--- src/rtl/stream_mux_pkg.sv ---
// Shared types and helpers for the round-robin stream multiplexer.
package stream_mux_pkg;

    typedef enum logic {
        IDLE   = 1'b0,
        LOCKED = 1'b1
    } state_e;

    // Next channel index, wrapping to 0 after n-1 (works for any n, not only powers of two).
    function automatic int unsigned wrap_inc(input int unsigned idx, input int unsigned n);
        return (idx + 32'd1 >= n) ? 32'd0 : idx + 32'd1;
    endfunction

endpackage

--- src/rtl/rr_arbiter.sv ---
// Combinational round-robin arbiter: first requester at or after ptr_i, wrapping mod N.
module rr_arbiter
    import stream_mux_pkg::*;
#(
    parameter  int unsigned N  = 4,
    localparam int unsigned CW = $clog2(N)
) (
    input  logic [N-1:0]  req_i,
    input  logic [CW-1:0] ptr_i,
    output logic [N-1:0]  grant_c_o,
    output logic [CW-1:0] idx_c_o,
    output logic          any_c_o
);

    always_comb begin
        int unsigned c;
        logic        found;
        grant_c_o = '0;
        idx_c_o   = '0;
        found     = 1'b0;
        c         = 32'(ptr_i);
        for (int unsigned k = 0; k < N; k++) begin
            if (!found && req_i[CW'(c)]) begin
                found                = 1'b1;
                grant_c_o[CW'(c)]    = 1'b1;
                idx_c_o              = CW'(c);
            end
            c = wrap_inc(c, N);
        end
        any_c_o = found;
    end

endmodule

--- src/rtl/stream_mux_rr.sv ---
// N-channel stream mux with round-robin/fixed arbitration, packet locking and a registered output slot.
module stream_mux_rr
    import stream_mux_pkg::*;
#(
    parameter  int unsigned N  = 4,
    parameter  int unsigned W  = 8,
    localparam int unsigned CW = $clog2(N)
) (
    input  logic            clk,
    input  logic            rst,
    input  logic            mode,
    input  logic [CW-1:0]   sel,
    input  logic [N-1:0]    in_valid,
    input  logic [N*W-1:0]  in_data,
    input  logic [N-1:0]    in_last,
    output logic [N-1:0]    in_ready,
    output logic            out_valid,
    output logic [W-1:0]    out_data,
    output logic            out_last,
    output logic [CW-1:0]   out_ch,
    input  logic            out_ready
);

    state_e        state_q, state_d;
    logic [CW-1:0] ptr_q, ptr_d;
    logic [CW-1:0] lock_ch_q, lock_ch_d;
    logic          lock_mode_q, lock_mode_d;
    logic          out_valid_q, out_valid_d;
    logic [W-1:0]  out_data_q, out_data_d;
    logic          out_last_q, out_last_d;
    logic [CW-1:0] out_ch_q, out_ch_d;

    logic [N-1:0]  arb_grant_c;
    logic [CW-1:0] arb_idx_c;
    logic          arb_any_c;

    logic [N-1:0]  grant_c;
    logic [CW-1:0] gidx_c;
    logic          load_ok_c;
    logic          xfer_c;
    logic          xfer_last_c;
    logic [W-1:0]  xfer_data_c;
    logic          eff_mode_c;

    rr_arbiter #(.N(N)) u_arb (
        .req_i     (in_valid),
        .ptr_i     (ptr_q),
        .grant_c_o (arb_grant_c),
        .idx_c_o   (arb_idx_c),
        .any_c_o   (arb_any_c)
    );

    // Grant selection: a locked packet overrides mode/sel; fixed mode ignores the pointer.
    always_comb begin
        grant_c = '0;
        gidx_c  = '0;
        if (state_q == LOCKED) begin
            for (int unsigned i = 0; i < N; i++) begin
                if (CW'(i) == lock_ch_q) begin
                    grant_c[i] = 1'b1;
                end
            end
            gidx_c = lock_ch_q;
        end else if (mode) begin
            for (int unsigned i = 0; i < N; i++) begin
                if (CW'(i) == sel && in_valid[i]) begin
                    grant_c[i] = 1'b1;
                    gidx_c     = sel;
                end
            end
        end else if (arb_any_c) begin
            grant_c = arb_grant_c;
            gidx_c  = arb_idx_c;
        end
    end

    always_comb begin
        load_ok_c   = !out_valid_q || out_ready;
        in_ready    = (load_ok_c && !rst) ? grant_c : '0;
        xfer_c      = |(in_valid & in_ready);
        xfer_last_c = |(in_last & grant_c);
        eff_mode_c  = (state_q == IDLE) ? mode : lock_mode_q;
        xfer_data_c = '0;
        for (int unsigned i = 0; i < N; i++) begin
            if (grant_c[i]) begin
                xfer_data_c = in_data[i*W +: W];
            end
        end
    end

    always_comb begin
        state_d     = state_q;
        ptr_d       = ptr_q;
        lock_ch_d   = lock_ch_q;
        lock_mode_d = lock_mode_q;
        out_valid_d = out_valid_q;
        out_data_d  = out_data_q;
        out_last_d  = out_last_q;
        out_ch_d    = out_ch_q;

        if (load_ok_c) begin
            out_valid_d = xfer_c;
            if (xfer_c) begin
                out_data_d = xfer_data_c;
                out_last_d = xfer_last_c;
                out_ch_d   = gidx_c;
            end
        end

        // The pointer only advances when a round-robin packet completes.
        if (xfer_c) begin
            if (xfer_last_c) begin
                state_d = IDLE;
                if (!eff_mode_c) begin
                    ptr_d = CW'(wrap_inc(32'(gidx_c), N));
                end
            end else if (state_q == IDLE) begin
                state_d     = LOCKED;
                lock_ch_d   = gidx_c;
                lock_mode_d = mode;
            end
        end
    end

    always_ff @(posedge clk or posedge rst) begin
        if (rst) begin
            state_q     <= IDLE;
            ptr_q       <= '0;
            lock_ch_q   <= '0;
            lock_mode_q <= 1'b0;
            out_valid_q <= 1'b0;
            out_data_q  <= '0;
            out_last_q  <= 1'b0;
            out_ch_q    <= '0;
        end else begin
            state_q     <= state_d;
            ptr_q       <= ptr_d;
            lock_ch_q   <= lock_ch_d;
            lock_mode_q <= lock_mode_d;
            out_valid_q <= out_valid_d;
            out_data_q  <= out_data_d;
            out_last_q  <= out_last_d;
            out_ch_q    <= out_ch_d;
        end
    end

    assign out_valid = out_valid_q;
    assign out_data  = out_data_q;
    assign out_last  = out_last_q;
    assign out_ch    = out_ch_q;

endmodule

--- config.mk ---
export PLATFORM = sky130hd
export DESIGN_NAME = stream_mux_rr
export DESIGN_NICKNAME = d
export VERILOG_FILES = /design/src/rtl/stream_mux_pkg.sv /design/src/rtl/rr_arbiter.sv /design/src/rtl/stream_mux_rr.sv
export SDC_FILE = /design/constraint.sdc
export NUM_CORES = 1
export LEC_CHECK = 0
export ABC_AREA = 1
export ABC_CLOCK_PERIOD_IN_PS = 7750
export BUFFER_PORTS_ARGS = -buffer_cell sky130_fd_sc_hd__buf_4
export CAP_MARGIN = 25
export CORE_UTILIZATION = 39
export DETAILED_ROUTE_END_ITERATION = 8
export PLACE_DENSITY = 0.61
export SLEW_MARGIN = 20
export SYNTH_ARGS = -nofsm -noshare
export SYNTH_HDL_FRONTEND = slang
export SYNTH_SLANG_ARGS = --single-unit
--- constraint.sdc ---
create_clock -name clk -period 7.75 [get_ports clk]
set_input_delay 0.3875 -clock clk [delete_from_list [all_inputs] [get_ports clk]]
set_output_delay 0.3875 -clock clk [all_outputs]
set_load 0.02 [all_outputs]
==> results.json, run 1 <==
{
  "netlist_top_cells_count": "nand2_1, nand3_1, nor2_1",
  "synth_cells": 326,
  "cap_violations": 0,
  "fin_crit_ns": 3.21,
  "initial_core_util": 0.416,
  "worst_slew_pin_slew_ns": 0.859,
  "ant_nets": 0,
  "status": "finished, final reports clean",
  "vias": 2274,
  "grt_util_all_layers": 0.230,
  "seqCellArea_um2": 450,
  "crit_required_ns": 7.36,
  "r2r_start": "ptr_q[0]",
  "r2r_slack_ns": 4.63,
  "first_pass_iters": 4,
  "final-hold-violation-count": 0,
  "grt_pass1_wl_mm": 9.68,
  "wl_per_cell_um": 13.1,
  "total_power_mw": 1.13,
  "avgSynthCellArea_um2": 6.23,
  "top_usage_layer": "met2",
  "clk_latency_ns": 0.26,
  "skew_ns": 0.00176,
  "routed_wirelength_mm": 5.96,
  "antenna_found_initial": 0,
  "async_flop_share": 1.00,
  "vdd_ir_drop_max_v": 0.000126,
  "power_density_mw_per_mm2": 438,
  "setup_ws_ns": 4.54,
  "setup-tns-final_ns": 0,
  "worst_path_largest_cell_delay_ns": 0.56,
  "swShare": 0.580,
  "htreeDepth": 1,
  "grt_pass1_vias": 2169,
  "gp_congestion": 0.932,
  "place_ws_ns": 4.69,
  "num_rows": 25,
  "die_h_um": 74.2,
  "drtIter0Drc": 149,
  "grt_overflow": 0,
  "mappedNetlistArea_mm2": 0.00203,
  "numPortBuffers": 61,
  "maxSlewHeadroom": 0.421,
  "synth_cell_types": 29,
  "grt.met2_usage": 0.402,
  "stdcell_area_mm2": 0.00257,
  "p_leak_nw": 1.43,
  "clk_path_buf_depth": 2,
  "cts.sinks": 18,
  "internal-power_mw": 0.474,
  "multi_input_comb_area_mm2": 0.00141,
  "chipWidth_um": 74.2,
  "synth_ff_type": "dfrtp_1",
  "synth_seq_area_share": 0.222,
  "p_clk_frac": 0.070,
  "dieArea_mm2": 0.00550,
  "synth_top_area_cell": "nand2_1",
  "crit_arrival_ns": 2.83,
  "ys_seq_elements": 18,
  "max_freq_mhz": 311,
  "drc": 0,
  "critPathLaunchType": "flip-flop",
  "syn_nets": 379,
  "cts_made_buffers": 3,
  "synth_edf_count": 0,
  "fin_nets": 440,
  "cts-hold-fix-buffers": 0,
  "core_area_mm2": 0.00488,
  "path_cells": "inv_2 > ha_1 > inv_1 > o21ai_0 > inv_1 > nand3_2 > nand2_4 > nor2_8 > nand3_1 > nand3_1 > nand2_1 > nand2_1 > nand2_1 > nand2_2 > inv_2 > nor2_1 > buf_4",
  "grt_max_degree": 20,
  "yosysTopAreaCellShare": 0.233,
  "antenna_cells": 0,
  "seqPwrFrac": 0.155,
  "power_frac_comb": 0.775,
  "endpoint_kind": "output port",
  "area_delta_synth_final_pct": 26.7,
  "vias_per_cell": 5.02,
  "switching_power_mw": 0.654,
  "ios": 62,
  "placed_cell_area_mm2": 0.00252,
  "synth_most_common_cell": "nand2_1",
  "cts.clk_slew.worst_paths_ns": 0.07,
  "tritoncts": "built",
  "setup_violations": 0,
  "drv_slew": 0,
  "yosys-top-cells-area": "nand2_1, dfrtp_1, nand3_1, nor2_1, nand2_4",
  "nFillCells": 533,
  "cts_root_buffer": "clkbuf_8",
  "fin_crit_sh": 0.415,
  "cts_setup_buffers": 0,
  "postCtsResizedCells": 0,
  "worstSetupPathType": "reg2out",
  "hp-class": "in2async",
  "cp-startpoint": "ptr_q[0]",
  "use_met1": 0.297,
  "crit_path_top_delay_cell": "dfrtp_1",
  "yosys_warnings": 0,
  "drive_above_1_share": 0.280,
  "use_met3": 0.0379,
  "crit_fanout": 17,
  "rsz0062_at_grt": "false",
  "dpl.hpwl_mm": 4.83,
  "crit_path_frequent_cell": "nand2_1"
}
## kinds of logic (layout without fill, tap and decap cells)
| group | after synthesis | count (layout) | synth area share |
|---|---|---|---|
| adders and majority gates | 7 | 7 | 0.0431 |
| buffers and inverters | 35 | 95 | 0.0850 |
| and+or+nand+nor | 241 | 241 | 0.584 |
| AOI/OAI and AO/OA | 25 | 25 | 0.0659 |
| DFF | 18 | 18 | 0.222 |
## flip-flops by register name (all words and copies together) (netlist names)
signal / flops
out_last: 1
out_ch: 2
lock_ch_q: 2
out_valid: 1
state_q: 1
lock_mode_q: 1
ptr_q: 2
out_data: 8
## power by group through the flow
stage,Combinational (mW),Clock (mW),Sequential (mW)
4_1_cts,0.877,0.0810,0.176
6_report,0.874,0.0787,0.175
3_3_place_gp,0.876,0,0.176
3_5_place_dp,0.873,0,0.175
5_1_grt,0.975,0.0846,0.182
2_1_floorplan,0.654,0,0.198
## final cells by class
| type | count | share of cell area |
|---|---|---|
| clock buffer | 4 | 0.0214 |
| inverter | 30 | 0.0457 |
| multi-input combinational | 273 | 0.547 |
| sequential | 18 | 0.175 |
| tap | 67 | 0.0326 |
| timing repair buffer | 61 | 0.178 |
## critical path: cells and delay by family (launching register included)
family	cells	cell delay, ns
buffers and inverters	5	0.83
AND/OR/NAND/NOR	10	0.75
flip-flops	1	0.56
adder cells (fa/ha/maj)	1	0.27
AO/OA/AOI/OAI	1	0.16
## layer usage
metal / routed length (um) / vias up
met4: 110 / 0
met3: 322 / 11
li1: - / 1160
met1: 2650 / 1024
met5: 0 / -
met2: 2870 / 79
## path summary, 6_finish.rpt
| check | end | cells after the start |
|---|---|---|
| worst max-delay path | in_ready[2] | 17 |
| worst min-delay path | state_q | 2 |
| worst max register to register | lock_mode_q | 20 |
| worst min register to register | out_data[1] | 2 |
| max in group asynchronous | out_data[4] | 2 |
| min in group clk | out_valid | 2 |
## per-stage QoR
stage / util / std cells / hold slack [ns]
3_3_place_gp: 0.516 / 449 / 0.465
5_1_grt: 0.527 / 453 / 0.297
3_5_place_dp: 0.516 / 449 / 0.467
6_report: 0.527 / 453 / 0.251
2_1_floorplan: - / 326 / 0.332
4_1_cts: 0.527 / 453 / 0.273
## cells in the final DEF, fill, tap and decap left out, drive strengths merged
master,n
a21oi,5
or2,2
nor3,1
o21ai,18
buf,61
inv,30
a22oi,1
nor2,41
nand2,144
o211ai,1
clkbuf,4
nand4,3
dfrtp,18
nand3,50
ha,7
Note: power is estimated with default switching activity, not from simulation.
==> run 2: changes to the inputs <==
--- a/config.mk
+++ b/config.mk
@@ -5,13 +5,13 @@
 export SDC_FILE = /design/constraint.sdc
 export NUM_CORES = 1
 export LEC_CHECK = 0
-export ABC_AREA = 1
-export ABC_CLOCK_PERIOD_IN_PS = 7750
+export ABC_AREA = 0
+export ABC_CLOCK_PERIOD_IN_PS = 3200
 export BUFFER_PORTS_ARGS = -buffer_cell sky130_fd_sc_hd__buf_4
 export CAP_MARGIN = 25
 export CORE_UTILIZATION = 39
 export DETAILED_ROUTE_END_ITERATION = 8
-export PLACE_DENSITY = 0.61
+export PLACE_DENSITY = 0.62
 export SLEW_MARGIN = 20
 export SYNTH_ARGS = -nofsm -noshare
 export SYNTH_HDL_FRONTEND = slang
==> constraint.sdc (replaced) <==
create_clock -name clk -period 3.2 [get_ports clk]
set_input_delay 0.16 -clock clk [delete_from_list [all_inputs] [get_ports clk]]
set_output_delay 0.16 -clock clk [all_outputs]
set_load 0.02 [all_outputs]
==> run 2 against run 1 <==
Net effect:
- the flow now finishes with violations (design-rule violations, negative setup slack)
- synthesized area down 7.9%
- combinational power grew to 3.1 times the previous value
- critical path depth is 5 lower
- clock-buffer cell count fell by 1
- global-route usage grew 3.6 points
- critical endpoint is now lock_ch_q[0]
- largest cell class unchanged
==> results.json, run 2 <==
{
  "core_area_mm2": 0.00447,
  "ys_seq_elements": 18,
  "reg2reg_to": "lock_ch_q[0]",
  "nFillCells": 355,
  "setup_ws_ns": -0.0296,
  "min_to": "out_data[7]",
  "netlist_top_cells_count": "dfrtp_1, nor2_1, o21ai_0",
  "cap_violations": 0,
  "wl_per_cell_um": 17.5,
  "synth_most_common_cell": "dfrtp_1",
  "setup_violations": 3,
  "numPortBuffers": 61,
  "drc": 1,
  "initial_core_util": 0.418,
  "gp_congestion": 0.915,
  "worst_slew_pin_slew_ns": 0.459,
  "hp-class": "in2reg",
  "endpoint_kind": "flip-flop",
  "dpl.hpwl_mm": 4.92,
  "mappedNetlistArea_mm2": 0.00187,
  "status": "finished, violations left",
  "ant_nets": 0,
  "clk_latency_ns": 0.26,
  "dieArea_mm2": 0.00508,
  "synth_top_area_cell": "dfrtp_1",
  "violations": "design-rule violations, negative setup slack",
  "first_pass_iters": 7,
  "crit_fanout": 7,
  "p_leak_nw": 1.40,
  "rsz0062_at_grt": "true",
  "clk_path_buf_depth": 2,
  "yosys-top-cells-area": "dfrtp_1, mux2i_1, ha_1, a222oi_1, a22o_1",
  "async_flop_share": 1.00,
  "min-delay-start": "in_data[23]",
  "worstSetupPathType": "reg2reg",
  "final-hold-violation-count": 0,
  "area_delta_synth_final_pct": 68.1,
  "vias": 2264,
  "critPathLaunchType": "flip-flop",
  "skew_ns": 0.00249,
  "largest_reg_flops": 8,
  "grt_pass1_wl_mm": 10.6,
  "place_ws_ns": -0.220,
  "synth_edf_count": 0,
  "max_freq_mhz": 310,
  "synth_cells": 221,
  "maxSlewHeadroom": 0.693,
  "chipWidth_um": 71.3,
  "grt_overflow": 0,
  "synth_cell_types": 59,
  "drtIter0Drc": 112,
  "grt_max_degree": 21,
  "fin_nets": 382,
  "ios": 62,
  "yosysTopAreaCellShare": 0.241,
  "avgSynthCellArea_um2": 8.46,
  "cts_root_buffer": "clkbuf_8",
  "cts.sinks": 18,
  "antenna_found_initial": 0,
  "antenna_cells": 0,
  "reg2reg_depth": 12,
  "vias_per_cell": 5.97,
  "stdcell_area_mm2": 0.00314,
  "synth_seq_area_share": 0.241,
  "crit_required_ns": 3.35,
  "power_density_mw_per_mm2": 1050,
  "fin_crit_sh": 1.01,
  "placed_cell_area_mm2": 0.00270,
  "fin_crit_ns": 3.23,
  "final_cell_mix": "buf_4, dfrtp_1, inv_1, nand3_1, nor2_1",
  "syn_nets": 274,
  "cts_made_buffers": 3,
  "yosys_warnings": 0,
  "drv_slew": 0,
  "cts.clk_slew.worst_paths_ns": 0.06,
  "vdd_ir_drop_max_v": 0.000633,
  "final_common_cell": "buf_4",
  "grt_pass1_vias": 2171,
  "grt_util_all_layers": 0.266,
  "drive_above_1_share": 0.541,
  "routed_wirelength_mm": 6.63,
  "num_rows": 24,
  "r2r_slack_ns": -0.03,
  "die_h_um": 71.3,
  "tritoncts": "built",
  "crit_arrival_ns": 3.38,
  "synth_ff_type": "dfrtp_1",
  "holdPathStages": 3,
  "htreeDepth": 1,
  "r2r_start": "ptr_q[0]"
}
-- run 2: cell types whose count changed after synthesis, moves of 7 or more --
cell and change:
a222oi_1 +8, a22o_1 +8, inv_1 -12, nand3_1 -31, nor2_1 -17, nand2_1 -116
nand3_2 -7, nand2_4 -10, nand2_2 -7, mux2i_1 +10
-- run 2: repair_timing --
item / 4_1_cts / 5_1_grt
gates resized for setup: 27 / 37
hold buffers: 1 / 0
setup buffers: 2 / 10
pin swaps: 11 / 21
endpoints found under the setup margin: 17 / 20
endpoints found under the hold margin: 18 / 0
-- run 2: stage by stage --
stage / TNS, ns / total power, mW / utilization / instances / hold slack, ns
floorplan: -1.99 / 1.74 / - / 221 / 0.115
global placement: -2.05 / 2.59 / 0.604 / 365 / 0.200
detailed placement: -2.50 / 2.58 / 0.604 / 365 / 0.214
CTS: 0 / 2.90 / 0.644 / 370 / 0.181
global route: -0.858 / 3.50 / 0.703 / 379 / 0.198
finish: -0.0863 / 3.29 / 0.703 / 379 / 0.177
-- run 2: critical path, stage by stage, from the launching register on --
cell,delay (ns)
dfrtp_1,0.42
buf_6,0.15
ha_4,0.17
buf_4,0.16
o21a_4,0.21
a211oi_4,0.27
nor3_4,0.13
o31ai_4,0.35
o21ai_2,0.13
a221o_1,0.38
nor3_2,0.17
a21bo_4,0.28
mux2_4,0.29
-- run 2: report_power, final --
| group | switching, mW | internal, mW |
|---|---|---|
| registers | 0.0841 | 0.324 |
| logic | 1.34 | 1.39 |
| clock network | 0.0728 | 0.0838 |
-- run 2: how the worst max path moves through the flow --
stage,to,slack (ns),depth (start not counted),from
global route,out_data[1],-0.08,14,ptr_q[0]
detailed placement,out_data[5],-0.22,13,ptr_q[0]
finish,lock_ch_q[0],-0.03,12,ptr_q[0]
floorplan,lock_ch_q[0],-0.23,14,ptr_q[0]
CTS,ptr_q[1],0.0002,14,ptr_q[0]
global placement,lock_mode_q,-0.20,11,ptr_q[0]
-- run 2: cells by family (layout without fill, tap and decap cells) --
kind of cell,after synthesis,in the layout,synth area share
adder cells (fa/ha/maj),7,7,0.0468
AND/OR/NAND/NOR,71,71,0.205
buffers and inverters,28,134,0.0622
XOR/XNOR,1,1,0.00468
AO/OA/AOI/OAI,77,77,0.309
multiplexers,19,19,0.132
flip-flops,18,18,0.241
-- run 2: layout make-up --
type | instances | area (um^2) | share of cell area
Clock buffer | 3 | 41.3 | 0.0131
Tap cell | 52 | 65.1 | 0.0207
Sequential cell | 18 | 450 | 0.143
Multi-Input combinational cell | 175 | 1610 | 0.513
Timing Repair Buffer | 117 | 920 | 0.292
Inverter | 14 | 56.3 | 0.0179
-- run 2: per-layer routing --
| layer | up-vias | wire length, um | share of wire | GRT usage |
|---|---|---|---|---|
| met3 | 11 | 388 | 0.058 | 0.0408 |
| li1 | 1069 | - | - | - |
| met2 | 104 | 3210 | 0.48 | 0.429 |
| met1 | 1080 | 2920 | 0.44 | 0.366 |
| met5 | - | 0 | 0 | 0 |
| met4 | 0 | 114 | 0.017 | 0.0911 |
